**config.mk**
```make
export PLATFORM = sky130hd
export DESIGN_NAME = pc_gen
export DESIGN_NICKNAME = d
export VERILOG_FILES = /design/src/rtl/pc_pkg.sv /design/src/rtl/pc_next_sel.sv /design/src/rtl/pc_gen.sv
export SDC_FILE = /design/constraint.sdc
export NUM_CORES = 1
export LEC_CHECK = 0
export CORE_AREA = 2 2 101 103
export DETAILED_ROUTE_END_ITERATION = 8
export DIE_AREA = 0 0 103 105
export GPL_TIMING_DRIVEN = 1
export PLACE_DENSITY = 0.8
export SYNTH_ARGS = -nofsm -noshare
export SYNTH_HDL_FRONTEND = slang
export SYNTH_SLANG_ARGS = --single-unit
```
**constraint.sdc**
```tcl
create_clock -name clk -period 2.35 [get_ports clk]
set_input_delay 0.235 -clock clk [delete_from_list [all_inputs] [get_ports clk]]
set_output_delay 0.235 -clock clk [all_outputs]
set_load 0.01 [all_outputs]
```
**src/rtl/pc_pkg.sv**
```systemverilog
// pc_pkg: shared types and defaults for the PC generation stage.
//   state_t      : FSM states of pc_gen (S_FAULT is reachable only when
//                  PC_BOUNDS_CHECK_EN is defined).
//   RESET_PC_DEF : default PC loaded on reset.
//   PC_STEP_DEF  : default sequential increment (one instruction index).
package pc_pkg;

  typedef enum logic [1:0] {
    S_BOOT  = 2'd0,
    S_RUN   = 2'd1,
    S_HALT  = 2'd2,
    S_FAULT = 2'd3
  } state_t;

  localparam int unsigned RESET_PC_DEF = 0;
  localparam int unsigned PC_STEP_DEF  = 1;

endpackage

```
**src/rtl/pc_next_sel.sv**
```systemverilog
// pc_next_sel: combinational priority mux choosing the next fetch PC while
// the stage is running.
//   pc, pc_seq               : current PC and its sequential successor
//   br_redirect, br_target   : taken branch from EX (highest priority)
//   jmp_redirect, jmp_target : jump from ID
//   halt                     : halt decoded in ID
//   stall                    : downstream stall
//   pc_sel                   : selected next PC
//   state_hint               : S_HALT when the halt is accepted, else S_RUN
module pc_next_sel
  import pc_pkg::*;
#(
  parameter int unsigned WIDTH = 32
) (
  input  logic [WIDTH-1:0] pc,
  input  logic [WIDTH-1:0] pc_seq,
  input  logic             br_redirect,
  input  logic [WIDTH-1:0] br_target,
  input  logic             jmp_redirect,
  input  logic [WIDTH-1:0] jmp_target,
  input  logic             halt,
  input  logic             stall,
  output logic [WIDTH-1:0] pc_sel,
  output state_t           state_hint
);

  // Branch is the oldest instruction in flight, so it beats the jump, and
  // both redirects squash a younger halt and override a stall.
  always_comb begin
    // NOTE: every output gets a default first so no path leaves it unassigned
    // (which would infer a latch).
    pc_sel     = pc_seq;
    state_hint = S_RUN;
    if (br_redirect) begin
      pc_sel = br_target;
    end else if (jmp_redirect) begin
      pc_sel = jmp_target;
    end else if (halt) begin
      pc_sel     = pc;
      state_hint = S_HALT;
    end else if (stall) begin
      pc_sel = pc;
    end
  end

endmodule

```
**src/rtl/pc_gen.sv**
```systemverilog
// pc_gen: program-counter generation stage feeding instruction_fetch.
// Holds the fetch PC, steps it each cycle, applies branch/jump redirects,
// holds on stall and parks on halt. Reset is synchronous, active-low.
//   clk, rst_n      : clock, synchronous active-low reset
//   stall_i         : hold PC
//   br_redirect_i   : taken branch, target br_target_i
//   jmp_redirect_i  : jump, target jmp_target_i
//   halt_i          : halt decoded
//   pc_o            : current fetch PC (registered)
//   pc_next_seq_o   : pc_o + PC_STEP (combinational, link value)
//   pc_valid_o      : pc_o is a real fetch
//   halted_o        : core halted (also set on a bounds fault)
//   fetch_count_o   : number of accepted fetches, wraps
//   fault_o         : PC left the image; constant 0 unless the macro is set
// Optional feature macro: PC_BOUNDS_CHECK_EN enables the IMEM_DEPTH range
// check and the S_FAULT state.
module pc_gen
  import pc_pkg::*;
#(
  parameter int unsigned      WIDTH      = 32,
  parameter logic [WIDTH-1:0] RESET_PC   = WIDTH'(RESET_PC_DEF),
  parameter logic [WIDTH-1:0] PC_STEP    = WIDTH'(PC_STEP_DEF),
  parameter int unsigned      IMEM_DEPTH = 1024
) (
  input  logic             clk,
  input  logic             rst_n,
  input  logic             stall_i,
  input  logic             br_redirect_i,
  input  logic [WIDTH-1:0] br_target_i,
  input  logic             jmp_redirect_i,
  input  logic [WIDTH-1:0] jmp_target_i,
  input  logic             halt_i,
  output logic [WIDTH-1:0] pc_o,
  output logic [WIDTH-1:0] pc_next_seq_o,
  output logic             pc_valid_o,
  output logic             halted_o,
  output logic [WIDTH-1:0] fetch_count_o,
  output logic             fault_o
);

  state_t           state_q, state_next, sel_hint;
  logic [WIDTH-1:0] pc_q, pc_next, pc_sel, count_q;
  logic             valid_q, halted_q;

  assign pc_next_seq_o = pc_q + PC_STEP;

  pc_next_sel #(.WIDTH(WIDTH)) u_sel (
    .pc           (pc_q),
    .pc_seq       (pc_next_seq_o),
    .br_redirect  (br_redirect_i),
    .br_target    (br_target_i),
    .jmp_redirect (jmp_redirect_i),
    .jmp_target   (jmp_target_i),
    .halt         (halt_i),
    .stall        (stall_i),
    .pc_sel       (pc_sel),
    .state_hint   (sel_hint)
  );

`ifdef PC_BOUNDS_CHECK_EN
  logic fault_q;
  logic out_of_range;
  // Compare one bit wider so IMEM_DEPTH == 2**WIDTH stays representable.
  assign out_of_range = {1'b0, pc_sel} >= (WIDTH + 1)'(IMEM_DEPTH);
`endif

  always_comb begin
    state_next = state_q;
    pc_next    = pc_q;
    unique case (state_q)
      S_BOOT: state_next = S_RUN;
      S_RUN: begin
        state_next = sel_hint;
        pc_next    = pc_sel;
`ifdef PC_BOUNDS_CHECK_EN
        // Keep the last in-range PC rather than loading the bad one.
        if (out_of_range) begin
          state_next = S_FAULT;
          pc_next    = pc_q;
        end
`endif
      end
      default: ; // S_HALT / S_FAULT: frozen until reset
    endcase
  end

  // Status outputs are registered from the next state so they line up with
  // the PC they describe.
  always_ff @(posedge clk) begin
    // NOTE: sequential state uses non-blocking assignments so every register
    // samples pre-edge values regardless of statement order.
    if (!rst_n) begin
      state_q  <= S_BOOT;
      pc_q     <= RESET_PC;
      valid_q  <= 1'b0;
      halted_q <= 1'b0;
      count_q  <= '0;
`ifdef PC_BOUNDS_CHECK_EN
      fault_q  <= 1'b0;
`endif
    end else begin
      state_q  <= state_next;
      pc_q     <= pc_next;
      valid_q  <= (state_next == S_RUN);
      halted_q <= (state_next == S_HALT) || (state_next == S_FAULT);
      // A stalled cycle issues nothing even if a redirect is applied.
      if (valid_q && !stall_i) count_q <= count_q + 1'b1;
`ifdef PC_BOUNDS_CHECK_EN
      fault_q  <= (state_next == S_FAULT);
`endif
    end
  end

  assign pc_o          = pc_q;
  assign pc_valid_o    = valid_q;
  assign halted_o      = halted_q;
  assign fetch_count_o = count_q;
`ifdef PC_BOUNDS_CHECK_EN
  assign fault_o = fault_q;
`else
  assign fault_o = 1'b0;
`endif

endmodule

```
======== Word level (Yosys, flattened, before mapping) ========
Cells that the tools add are included.
storage, ports and cells
  latch bits .............................. 0
  bits in read-only memories .............. 0
  memories kept ........................... 0
  register bits after elaboration ......... 68
  RAM bits ................................ 0
  output and inout port bits .............. 99
  input port bits ......................... 70
operators by class
  shift operators ......................... 0
  bitwise logic cells ..................... 0
  divide/modulo/power cells ............... 0
  add/subtract/negate cells ............... 2
  eq/ne operators ......................... 6
  muxes and demuxes ....................... 8
  $lt $le $gt $ge ......................... 0
  reduce and logical (&&, ||, !) cells .... 5
  $mul .................................... 0
operators with widths
  cell                                           number
  two-way mux 32 bit                             4
  adder 32 x 1 -> 32 bit, second input constant  2
  two-way mux 2 bit                              3
  == test 2 x 1 -> 1 bit, second input constant  2
  == test 2 bit, second input constant           2
  case mux 2 bit (2 select lines)                1
  != test 3 x 1 -> 1 bit, second input constant  1
  != test 3 bit, second input constant           1
  AND reduction 3 bit                            1
  logical NOT 2 bit                              1
  logical AND 1 bit                              1
  logical NOT 1 bit                              1
  logical OR 1 bit                               1

======== Longest topological paths before layout ========
Gate-level depths: netlist of the first run.
  word-level depth ........................ 6
  mapped depth ............................ 8
  mapped depth without buffers ............ 6

======== By module ========
Synthesis of the first run repeated with hierarchy kept, for this count alone.
unflattened totals
  cell total of the unflattened synthesis .. 532
  area, all modules ....................... 4215.3 um^2
modules (own cells, without submodules)
  module       cells each  times used  sequential area each (um^2)  area each (um^2)
  pc_gen       417         1           1361.3                       3335.7
  pc_next_sel  115         1           0.0                          879.6

======== Worst setup path after synthesis of the first run ========
Ideal clock, no wire load.
  kind .................................... flip-flop to flip-flop
  start ................................... register count_q[0] (netlist: fetch_count_o[0])
  end ..................................... register count_q[28] (netlist: fetch_count_o[28])
  clock period less this slack ............ 2136 ps
  required time ........................... 2280 ps
  cell stages (with the launch flop) ...... 9
  data arrival time ....................... 2066 ps
  slack ................................... 214 ps
  path buffers ............................ 2
  path through ............................ dfxtp_1 ha_1 and3b_1 clkbuf_1 nand3_2 or4_1 clkbuf_1 or3_1 a21oi_1
on the way
  cells in the longest elaborated chain, start to end .. 1
RTL lines
  element                   RTL line       text
  start: declaration        pc_gen.sv:42   logic [WIDTH-1:0] pc_q, pc_next, pc_sel, count_q;
  start signal: assignment  pc_gen.sv:107  if (valid_q && !stall_i) count_q <= count_q + 1'b1;
  adder 32 x 1 -> 32 bit    pc_gen.sv:107
Every way passes these cells.
A chain may end at the register's enable or synchronous reset.

======== Worst setup path after layout of the first run ========
  start ................................... register pc_q[11] (netlist: pc_o[11])
  end ..................................... output port pc_next_seq_o[23]
on the way
  cells in the longest elaborated chain, start to end .. 1
RTL lines
  element                   RTL line       text
  start: declaration        pc_gen.sv:42
  start signal: assignment  pc_gen.sv:103  pc_q <= pc_next;
  adder 32 x 1 -> 32 bit    pc_gen.sv:45   assign pc_next_seq_o = pc_q + PC_STEP;
  end: declaration          pc_gen.sv:34   output logic [WIDTH-1:0] pc_next_seq_o,
Every way passes these cells.

==> impl_results.md, run 1 <==
* Status: finished, final reports clean
* LEAKAGE at roughly 0.0026 uW
* Root buffer selected by CTS: clkbuf_8
* Ports at ~170
* CTS tree: built
* Worst VDD drop at 0.000334 V
* Ys async rst share at 0%
* Final Cycle Share at 97.8%
* RePlAce Congestion at roughly 0.90
* Hold Path Class: in -> reg
* Clock transition at path regs at around 0.080 ns
* Placement Rows at 36
* Synth warnings at 0
* Die height at ~110 um
* Average wire per cell in the routed design at roughly 18 um
* Dominant synthesized flop cell: dfxtp_1
* Cts bufs inserted at 9
* Drt pass-1 iters at 5
* Initial Util at a little over two fifths
* Layout area overhead at 59.3%
* Seq pwr share at 40.2%
* P_sw at around 900 uW
* Iteration-0 DRC Markers at 344
* Worst-case clock buffer depth at 2
* First-pass GRT wire length at between 20000 and 25000 um
* Slew Limit Fails at 0
* Syn Inst Count at between 500 and 600
* Final Hold Vio Count at 0
* Cell taking the most area after synthesis: dfxtp_1
* Layout cells sized above 1 at between 15 and 20%
* Crit start category: register
* Hold_ws at 0.431 ns
* Number of antenna violations at the first check in global routing at 0
* WP data arrival at ~2 ns
* # diodes at 0
* Post-synth EDFFs at 0
* Non-filler cells, final at between 800 and 900
* DRC Markers at 0
* Worst Setup Path Type: reg -> out
* Core footprint at between 9000 and 10000 um^2
* CP Capture Type: output port
* Unique cell type count in the Yosys netlist at 65
* Routed WL at approximately 16000 um
* Most frequent cells in the layout: clkdlybuf4s50_1, buf_4, dfxtp_1
* Clock Power Share at between 30% and 40%
* Syn Std Cell Area at 4190 um^2
* Fillers at 808
* Seq cells post-synth at slightly below 70
* Htree depth at 3
* Sequential-to-total area share from yosys stat at about a third
* Post-route minimum period at approximately 2.3 ns
* Clk Latency, worst-skew pair at between 0.3 and 0.4 ns
* Detail-routed via count per cell at 5.77
* Dpl hpwl at 11500 um
* Yosys top cell area share at around a third
* Vias in the first global route at just under 5000
* Worst Path Max Fanout at 6
* Synth Net Count at a little over 600
* Unrepaired setup endpoints after global routing: yes
* DIE AREA at 10800 um^2
* Power Density at ~470 nW/um^2
* Final antenna-violating net count at 0
* Commonest non-fill, non-tap cell in the layout: clkdlybuf4s50_1
* Internal power at roughly 2200 uW
* Setup TNS at 0 ns
* Multi-input logic area at 2700 um^2
* Clock sink total at between 60 and 70
* Max_cap viols at 0
* PnR Total Power at 3130 uW
* Fmax at 435 MHz
* Final setup fails at 0
* Total GRT Usage at 28.5%
* Net Sw Frac at between 20% and 30%
* Total gr overflow at 0
* Register area at 1380 um^2
* Nets at just over 800
* Inst Count DP at about 850
* Synth top area cells: dfxtp_1, xnor2_1, a21oi_1, o21ai_0, nor2_1
* Mean Syn Cell Area at slightly below 8 um^2
* Chip Width at approximately 100 um
* Vias at 5068
* Port Buffers at roughly 170
* Final clock skew at 0.00666 ns
* Required time worst endpoint at ~2.1 ns
* Combinational Power Share at around a quarter
* Largest net degree at the start of global routing at between 40 and 50
[registers in the layout, summed over array words and instances (netlist names)]
name and flops:
fetch_count_o 32, state_q 2, pc_valid_o 1, pc_o 32
halted_o 1
[cells in the mapped netlist, drive strengths merged, types with 7 or more instances]
master and count:
a21oi 42, a22oi 7, and2 8, and3 11, and4 9, clkbuf 33, dfxtp 68, inv 13
mux2i 9, nand2 41, nand3 31, nand4 22, nor2 43, nor3 7, nor4 10, o21ai 36
o22ai 7, o31a 7, or3 14, xnor2 27, xor2 18
[area by class of cell]
cell class,count,area share (%)
well taps,133,2.49
clock buffers,9,1.86
multi-input cells,414,40.4
inverters,13,0.731
flip-flops and latches,68,20.6
clock inverters,7,1.50
repair buffers,235,32.4
[power by group through the flow]
| stage | sequential, uW | combinational, uW | clock, uW |
|---|---|---|---|
| 2_1_floorplan | 1310 | 278 | 0 |
| 3_3_place_gp | 1270 | 749 | 0 |
| 3_5_place_dp | 1280 | 755 | 0 |
| 4_1_cts | 1250 | 739 | 1120 |
| 5_1_grt | 1260 | 803 | 1180 |
| 6_report | 1260 | 751 | 1120 |
[what timing repair did]
action	CTS	global route
hold buffers	0	0
pin swaps	6	6
setup buffers	5	4
hold endpoints to repair	0	0
setup endpoints to repair	25	18
resized for setup	42	34
[metal layers]
metal | GRT usage, % | up-vias | routed length (um)
met2 | 46.2 | 291 | 7530
met5 | 0 | - | 0
li1 | - | 2380 | -
met4 | 12.2 | 0 | 344
met1 | 36.2 | 2366 | 6610
met3 | 5.95 | 31 | 1330
[worst paths after layout]
kind / to / start / slack [ns] / depth (start not counted)
hold / removal: pc_o[12] / br_redirect_i / 0.43 / 4
hold reg to reg: fetch_count_o[31] / fetch_count_o[31] / 0.49 / 2
setup / recovery: pc_next_seq_o[23] / pc_o[11] / 0.05 / 6
setup reg to reg: fetch_count_o[31] / fetch_count_o[2] / 0.19 / 5
[per-stage QoR]
step	utilization, %	instance area (um^2)	worst slack [ns]
3_3_place_gp	65.7	6330	0.0553
4_1_cts	68.7	6630	0.00126
2_1_floorplan	-	4190	0.214
5_1_grt	69.3	6680	-0.0416
6_report	69.3	6680	0.0510
3_5_place_dp	65.7	6330	0.0348
[worst max-delay path: stages, from the launching register on]
cell           delay [ns]
dfxtp_2              0.34
and4_1               0.28
and4_4               0.30
and3_1               0.19
nand3_1              0.13
xnor2_1              0.19
dlygate4sd2_1        0.29
[cells by family (layout without fill, tap and decap cells)]
kind of cell / count (synthesis) / in the layout / synth area share, %
AOI/OAI and AO/OA: 145 / 145 / 22.3
adders and majority gates: 2 / 2 / 0.597
and+or+nand+nor: 211 / 211 / 27.8
muxes: 10 / 10 / 2.42
DFF: 68 / 68 / 32.5
buffers and inverters: 52 / 264 / 4.90
xor gates and xnor gates: 45 / 45 / 9.41
other: 1 / 1 / 0.0895
No activity file was read; power rests on OpenSTA's default activity.
==> inputs of run 2 (changes only) <==
--- a/config.mk
+++ b/config.mk
@@ -5,11 +5,11 @@
 export SDC_FILE = /design/constraint.sdc
 export NUM_CORES = 1
 export LEC_CHECK = 0
-export CORE_AREA = 2 2 101 103
+export CORE_AREA = 2 2 106 108
 export DETAILED_ROUTE_END_ITERATION = 8
-export DIE_AREA = 0 0 103 105
+export DIE_AREA = 0 0 108 110
 export GPL_TIMING_DRIVEN = 1
-export PLACE_DENSITY = 0.8
+export PLACE_DENSITY = 0.77
 export SYNTH_ARGS = -nofsm -noshare
 export SYNTH_HDL_FRONTEND = slang
 export SYNTH_SLANG_ARGS = --single-unit
==> constraint.sdc (replaced) <==
create_clock -name clk -period 1.9 [get_ports clk]
set_input_delay 0.19 -clock clk [delete_from_list [all_inputs] [get_ports clk]]
set_output_delay 0.19 -clock clk [all_outputs]
set_load 0.01 [all_outputs]
==> run 2 against run 1 <==
Compared with the run above:
- the flow now finishes with violations (negative setup slack)
- final area is 15% higher
- global-route usage is 0.15 points higher
- total power is 27% higher
- sequential power is 24% higher
- non-clock buffer count is 86 higher
- sequential share of layout area is 2.0 points lower
- cell count is 11% higher
==> impl_results.md, run 2 (synthesis gave the netlist of run 1 again) <==
* Status: complete, but fails checks
* Violated checks: negative setup slack
* Nets at 900
* Routed WL at between 15000 and 20000 um
* Ports at between 150 and 200
* Clock Power Share at between 30 and 40%
* Worst Setup Path Type: reg -> out
* Clk Latency, worst-skew pair at 0.35 ns
* Setup TNS at -3.46 ns
* Iteration-0 DRC Markers at around 400
* WP data arrival at 1.94 ns
* Seq pwr share at around two fifths
* Vias at ~5700
* Final Hold Vio Count at 0
* Hold Path Class: in -> reg
* Unrepaired setup endpoints after global routing: yes
* Dpl hpwl at ~12000 um
* Final clock skew at between 0.01 and 0.015 ns
* Fmax at about 470 MHz
* Net Sw Frac at between 20% and 30%
* Power Density at about 520 nW/um^2
* Placement Rows at 38
* Post-CTS Hold Buffers at 0
* DIE AREA at around 12000 um^2
* Total gr overflow at 0
* Slew Limit Fails at 0
* Final WS setup at -0.225 ns
* Post-route minimum period at between 2 and 2.5 ns
* Layout cells sized above 1 at a little over a third
* Buf+Inv Stages, Crit Path at 3
* Core footprint at roughly 11000 um^2
* Required time worst endpoint at between 1.5 and 2 ns
* Htree depth at 3
* Slowest-stage cell, CP: dfxtp_4
* Number of antenna violations at the first check in global routing at 0
* Chip Width at roughly 110 um
* Crit start category: register
* Final Cycle Share at 112%
* CTS tree: built
* Die height at between 100 and 150 um
* Port Buffers at between 150 and 200
* Final setup fails at 25
* Combinational Power Share at 26.3%
* Total GRT Usage at 28.7%
* Vias in the first global route at roughly 5500
* Initial Util at about two fifths
* LEAKAGE at 0.00323 uW
* Layout area overhead at 82.7%
* Internal power at about 2800 uW
* Final antenna-violating net count at 0
* Most frequent cells in the layout: clkdlybuf4s50_1, buf_4, a21oi_1
* First-pass GRT wire length at approximately 27000 um
* Largest net degree at the start of global routing at 53
* DRC Markers at 0
* Worst VDD drop at roughly 0.00030 V
* P_sw at ~1200 uW
* Clock transition at path regs at roughly 0.08 ns
* CP Capture Type: output port
* Cts bufs inserted at 9
* Fillers at about 770
* Worst Path Max Fanout at 7
* Crit-path cells: nand4_1 -> buf_4 -> nor4_4 -> buf_6 -> and3_4 -> xor2_1 -> buf_2
* Max_cap viols at 0
* Drt pass-1 iters at 5
* # diodes at 0
* Util after Layout at between 70% and 80%
* Root buffer selected by CTS: clkbuf_8
* Worst path top cell family by delay: buffers and inverters
* Largest stage delay, worst path at between 0.3 and 0.4 ns
* RePlAce Congestion at about 0.9
* Worst-case clock buffer depth at 2
* Clock sink total at a little under 70
* Detail-routed via count per cell at a little under 6
* Average wire per cell in the routed design at about 19 um
## run 2: cell count changes in the layout (fill, tap and decap cells not counted), moves of 9 or more
cell	before	now
buf_4	61	136
buf_2	3	27
dfxtp_1	57	38
dlygate4sd2_1	18	3
buf_6	5	16
xnor2_1	26	15
xnor2_2	1	12
dfxtp_2	11	21
dfxtp_4	0	9
## run 2: what timing repair did
| action | in CTS | in global routing |
|---|---|---|
| buffers inserted | 14 | 12 |
| setup endpoints to repair | 40 | 38 |
| hold endpoints to repair | 0 | 0 |
| gates cloned | 0 | 1 |
| pin swaps | 45 | 37 |
| gates resized for setup | 176 | 46 |
## run 2: per-stage QoR
step	area [um^2]	std cells	setup WS [ns]	hold WS [ns]	power [uW]
after floorplan	4240	534	-0.0433	0.362	1960
after global placement	6900	930	-0.353	0.481	2570
after detailed placement	6900	930	-0.381	0.489	2580
after CTS	7380	960	-0.198	0.353	3910
after global routing	7660	973	-0.346	0.393	4100
final	7660	973	-0.225	0.366	3960
## run 2: metal layers
metal  share of wire [%]  global-route usage, %
met1                  38                   35.1
met5                   0                      0
met3                 8.7                   5.64
met4                 3.6                   13.1
met2                  50                   48.7
## run 2: final timing paths
| check | startpoint | slack (ns) | endpoint | cells after the start |
|---|---|---|---|---|
| worst max-delay path | pc_o[0] | -0.23 | pc_next_seq_o[15] | 7 |
| worst min-delay path | br_redirect_i | 0.37 | pc_o[31] | 4 |
| worst max register to register | pc_o[1] | -0.17 | pc_o[26] | 10 |
| worst min register to register | fetch_count_o[31] | 0.51 | fetch_count_o[31] | 2 |
## run 2: power by group through the flow
stage	Sequential (uW)	Combinational (uW)	Clock [uW]
3_3_place_gp	1570	998	0
2_1_floorplan	1620	344	0
4_1_cts	1550	995	1370
5_1_grt	1560	1100	1430
3_5_place_dp	1580	1010	0
6_report	1560	1040	1360
## run 2: tightest hold or removal path, stage by stage
cell and delay (ns):
buf_2 0.11, or2_2 0.16, or4_1 0.12, a31oi_1 0.07
## run 2: layout make-up
type | instances | area, um^2 | share of cell area [%]
Sequential cell | 68 | 1420 | 18.6
Multi-Input combinational cell | 415 | 3020 | 39.4
Clock inverter | 7 | 98.8 | 1.29
Inverter | 13 | 48.8 | 0.637
Tap cell | 140 | 175 | 2.29
Timing Repair Buffer | 321 | 2770 | 36.2
Clock buffer | 9 | 124 | 1.62
